### src/rtl/shift_seq_pkg.sv
// Shared encodings for the multi-cycle shift sequencer.
// The optional rotate op is enabled by defining SHIFT_SEQ_ROTATE_EN.
package shift_seq_pkg;

   localparam logic [1:0] OP_SLL = 2'b00;
   localparam logic [1:0] OP_SRL = 2'b01;
   localparam logic [1:0] OP_SRA = 2'b10;
   localparam logic [1:0] OP_ROL = 2'b11;

   localparam int STEP_MAX = 3;

   typedef enum logic [1:0] {
      IDLE = 2'b00,
      BUSY = 2'b01,
      DONE = 2'b10
   } state_t;

endpackage

### src/rtl/shift_step.sv
// Combinational 0..3-bit shifter for SLL/SRL/SRA and, when SHIFT_SEQ_ROTATE_EN
// is defined, ROL; without the macro op 11 passes the operand through.
module shift_step
   import shift_seq_pkg::*;
#(
   parameter int WIDTH = 8
) (
   input  logic [1:0]       op_i,
   input  logic [WIDTH-1:0] data_i,
   input  logic [1:0]       step_i,
   output logic [WIDTH-1:0] data_o
);

`ifdef SHIFT_SEQ_ROTATE_EN
   logic [2*WIDTH-1:0] rot_s;
`endif

   // Single-step shift selected by op
   always_comb begin
      data_o = data_i;
`ifdef SHIFT_SEQ_ROTATE_EN
      rot_s  = {data_i, data_i} << step_i;
`endif
      case (op_i)
         OP_SLL:  data_o = data_i << step_i;
         OP_SRL:  data_o = data_i >> step_i;
         OP_SRA:  data_o = WIDTH'($signed(data_i) >>> step_i);
`ifdef SHIFT_SEQ_ROTATE_EN
         OP_ROL:  data_o = rot_s[2*WIDTH-1:WIDTH];
`else
         OP_ROL:  data_o = data_i;
`endif
         default: data_o = data_i;
      endcase
   end

endmodule

### src/rtl/shift_sequencer.sv
// Multi-cycle shift controller: chains up to 3-bit steps until the amount is spent.
// Rotate (op 11) is enabled by defining SHIFT_SEQ_ROTATE_EN.
module shift_sequencer
   import shift_seq_pkg::*;
#(
   parameter int WIDTH = 8,
   parameter int AMT_W = $clog2(WIDTH)
) (
   input  logic             clk,
   input  logic             rst,
   input  logic             in_valid,
   output logic             in_ready,
   input  logic [1:0]       in_op,
   input  logic [WIDTH-1:0] in_data,
   input  logic [AMT_W-1:0] in_amt,
   output logic             out_valid,
   input  logic             out_ready,
   output logic [WIDTH-1:0] out_data
);

   state_t           state_q;
   logic [1:0]       op_q;
   logic [WIDTH-1:0] data_q;
   logic [AMT_W-1:0] rem_q;
   logic             out_valid_q;

   logic [1:0]       step_s;
   logic [AMT_W-1:0] rem_d;
   logic [WIDTH-1:0] data_d;
   logic [AMT_W-1:0] amt_d;

   // Step size, remaining amount after this step, and the accepted amount
   always_comb begin
      step_s = 2'b00;
      rem_d  = rem_q;
      amt_d  = in_amt;
      if (rem_q > AMT_W'(STEP_MAX)) begin
         step_s = 2'(STEP_MAX);
      end else begin
         step_s = rem_q[1:0];
      end
      rem_d = rem_q - AMT_W'(step_s);
`ifdef SHIFT_SEQ_ROTATE_EN
      amt_d = in_amt;
`else
      // Pass-through op takes the amt=0 timing regardless of in_amt
      if (in_op == OP_ROL) begin
         amt_d = {AMT_W{1'b0}};
      end else begin
         amt_d = in_amt;
      end
`endif
   end

   shift_step #(.WIDTH(WIDTH)) u_step (
      .op_i   (op_q),
      .data_i (data_q),
      .step_i (step_s),
      .data_o (data_d)
   );

   // Control FSM with working register, remaining counter and registered outputs
   always_ff @(posedge clk) begin
      if (rst) begin
         state_q     <= IDLE;
         op_q        <= OP_SLL;
         data_q      <= {WIDTH{1'b0}};
         rem_q       <= {AMT_W{1'b0}};
         out_valid_q <= 1'b0;
      end else begin
         case (state_q)
            IDLE: begin
               if (in_valid) begin
                  op_q    <= in_op;
                  data_q  <= in_data;
                  rem_q   <= amt_d;
                  state_q <= BUSY;
               end
            end
            BUSY: begin
               data_q <= data_d;
               rem_q  <= rem_d;
               if (rem_d == {AMT_W{1'b0}}) begin
                  state_q     <= DONE;
                  out_valid_q <= 1'b1;
               end
            end
            DONE: begin
               if (out_ready) begin
                  state_q     <= IDLE;
                  out_valid_q <= 1'b0;
               end
            end
            default: begin
               state_q     <= IDLE;
               out_valid_q <= 1'b0;
            end
         endcase
      end
   end

   assign in_ready  = (state_q == IDLE);
   assign out_valid = out_valid_q;
   assign out_data  = data_q;

endmodule

### config.mk
export PLATFORM = sky130hd
export DESIGN_NAME = shift_sequencer
export DESIGN_NICKNAME = d
export VERILOG_FILES = /design/src/rtl/shift_seq_pkg.sv /design/src/rtl/shift_step.sv /design/src/rtl/shift_sequencer.sv
export SDC_FILE = /design/constraint.sdc
export NUM_CORES = 1
export LEC_CHECK = 0
export CELL_PAD_IN_SITES_DETAIL_PLACEMENT = 1
export CELL_PAD_IN_SITES_GLOBAL_PLACEMENT = 2
export CORE_MARGIN = 2
export CORE_UTILIZATION = 31
export DETAILED_ROUTE_END_ITERATION = 12
export PLACE_DENSITY_LB_ADDON = 0.25
export SLEW_MARGIN = 20
export SYNTH_ARGS = -nofsm -noshare
export SYNTH_HDL_FRONTEND = slang
export SYNTH_SLANG_ARGS = --single-unit
### constraint.sdc
create_clock -name clk -period 3.59 [get_ports clk]
set_clock_uncertainty 0.1 [all_clocks]
set_input_delay 1.077 -clock clk [delete_from_list [all_inputs] [get_ports clk]]
set_output_delay 1.077 -clock clk [all_outputs]
set_load 0.05 [all_outputs]
==> impl_metrics.ini <==
[finish]
syn2layout_area_growth_pct = 24.0
layout.area.seq_um2 = 320
fill_cells = 507
nets = 219
final_cell_mix = clkdlybuf4s50_1, nand2_1, nor2_1, dfxtp_1
mostFrequentLayoutCell = clkdlybuf4s50_1
multi_input_area_um2 = 936
drive_gt1_share_pct = 7.61
antenna_cells = 0

[synthesis]
synthAdderAreaFrac_pct = 3.72
syn_nets = 198
synth_xor_area_share_pct = 0
syn_area_um2 = 1350
synth_top_family_by_area = compound AO/OA/AOI/OAI gates
synth_mux_area_share_pct = 2.98
synth_compound_area_share_pct = 36.6
ys_seq_area_share_pct = 23.8
syn_avg_cell_area_um2 = 7.60
ys_warn_count = 0
ys_ff_latch = 16
synth-simple-area-share_pct = 26.3
synth_cells = 177
yosysUniqueCellTypes = 48

[placement]
portBuffers = 26
dp_hpwl_um = 3300
place.gp.congestion = 0.800
dpl_worst_slack_ns = 0.458

[global_routing]
gr-usage-all-layers_pct = 18.9
overflow = 0
grt_pass1_vias = 1480
grt_max_degree = 19
grt_pass1_wl_um = 7560
antenna_found_initial = 0

[die]
num_rows = 23
die_h_um = 69.9
initial_core_util_pct = 32.9
pin_count = 27
dieWidth_um = 69.9
die_area_um2 = 4880
coreArea_um2 = 4090

[timing]
worstMarginPinSlew_ns = 0.740
hold_ws_ns = 0.413
slew_headroom_pct = 50.6
hold_viol = 0
fin_crit_ns = 3.04
setup_ws_ns = 0.549
period_share_pct = 84.7
drv_slew = 0
setup_viol = 0
fmax_mhz = 329
rsz0062_at_grt = no
tns_ns = 0

[drt]
dr.pass1.iters = 4
wirelength_um = 4430
wl_per_cell_um = 17.9
viasPerCell = 5.89
drt_iter0_markers = 121
ant_nets = 0
num_vias = 1456
remaining_drc_errors = 0

[clock_tree]
post_cts_resized = 0
htreeDepth = 1
clk_pin_slew_ns = 0.07
cts_buffer_depth = 2
cts_sinks = 16
tritoncts = done
cts_buffers = 3
clock_latency_ns = 0.26
cts_hold_buf = 0
post_cts_buffers = 0
cts-root-buf = clkbuf_8

[worst_setup_path]
endpoint_kind = output port
arrival_ns = 1.86
start_kind = flip-flop
crit_type = reg2out
required_ns = 2.41
cp_max_fo = 8

[power_and_ir_drop]
swShare_pct = 44.3
power_uw = 772
p_switching_uw = 342
power.density_nw_per_um2 = 463
intPower_uw = 431
clkPwrFrac_pct = 21.3
combPwrFrac_pct = 44.7
vdd_drop_max_uv = 191
p_seq_share_pct = 34.0
p_leak_uw = 0.000558

[flow_run]
drv_cap = 0

[worst_hold_path]
min_path_type = reg2reg

[run_status]
status = finished, final reports clean
## cell type report
class	count	share of cell area [%]
repair buffers	28	16.5
well taps	50	3.75
flip-flops and latches	16	19.2
inverters	5	1.13
multi-input cells	144	56.1
clock buffers	4	3.30
## kinds of logic (layout without fill, tap and decap cells)
group	Yosys count	in the layout
adder cells (fa/ha/maj)	4	4
buffers and inverters	17	37
AO/OA/AOI/OAI	65	65
flip-flops	16	16
multiplexers	4	4
AND/OR/NAND/NOR	71	71
## metrics by stage
| stage | cell area (um^2) | util [%] | instances |
|---|---|---|---|
| 3_5_place_dp | 1610 | 39.5 | 243 |
| 3_3_place_gp | 1610 | 39.5 | 243 |
| 6_report | 1670 | 40.8 | 247 |
| 2_1_floorplan | 1350 | - | 177 |
| 4_1_cts | 1670 | 40.8 | 247 |
| 5_1_grt | 1670 | 40.8 | 247 |
## registers in the layout, summed over array words and instances, names as in the netlist
register   flops
out_valid      1
out_data       8
rem_q          3
state_q        2
op_q           2
## synth_stat cells (all sizes together)
master / instances / share of area [%]
o22a: 1 / 0.65
nand3b: 3 / 1.7
or3: 1 / 0.47
nor4: 2 / 0.93
dfxtp: 16 / 24
ha: 4 / 3.7
o21ba: 1 / 0.74
nand2b: 7 / 3.3
and3: 1 / 0.56
mux2i: 4 / 3.0
nor4b: 1 / 0.65
a22o: 2 / 1.3
a32o: 2 / 1.5
a21o: 2 / 1.1
o41ai: 2 / 2.4
a21oi: 17 / 7.7
and3b: 1 / 0.65
a221o: 1 / 0.74
a211oi: 3 / 1.7
and2b: 1 / 0.56
a32oi: 2 / 1.3
o31ai: 1 / 0.56
nor2: 17 / 5.3
a221oi: 1 / 0.65
o311ai: 1 / 0.65
o2111ai: 2 / 1.3
o21ai: 14 / 5.2
nand4: 1 / 0.47
a2111oi: 5 / 4.7
a31oi: 4 / 1.9
a211o: 1 / 0.65
clkbuf: 2 / 0.56
buf: 10 / 4.7
a311oi: 1 / 0.65
nand3: 4 / 1.5
nor3: 7 / 2.6
inv: 5 / 1.4
nand2: 21 / 5.9
o211ai: 2 / 1.1
nor2b: 4 / 1.9
## metal layers
metal,GRT usage [%],up-vias,share of wire (%)
met2,32.1,24,51
met3,1.88,5,2.2
met5,0,-,0
met4,5.34,0,1.1
li1,-,705,-
met1,25.4,722,46
## path summary, 6_finish.rpt
check                                           endpoint  depth (start not counted)  slack, ns                     from
worst min-delay path                op_q[1]$_SDFFE_PP0P_                          2       0.41     op_q[1]$_SDFFE_PP0P_
worst min register to register      op_q[1]$_SDFFE_PP0P_                          2       0.41     op_q[1]$_SDFFE_PP0P_
worst max register to register  out_data[7]$_SDFFE_PP0P_                          5       1.26    rem_q[2]$_SDFFE_PP0P_
worst max-delay path                            in_ready                          2       0.55  state_q[1]$_SDFFE_PP0P_
## power groups by stage
stage          combinational [uW]  clock [uW]  sequential [uW]
2_1_floorplan                 209           0              289
3_3_place_gp                  338           0              264
3_5_place_dp                  344           0              266
4_1_cts                       346         168              262
5_1_grt                       378         178              270
6_report                      345         164              263
## critical path: stages, from the launching register on
cell	delay, ns
dfxtp_1	0.39
nor2_1	0.34
clkdlybuf4s50_1	0.88
Note: power is estimated with default switching activity, not from simulation.
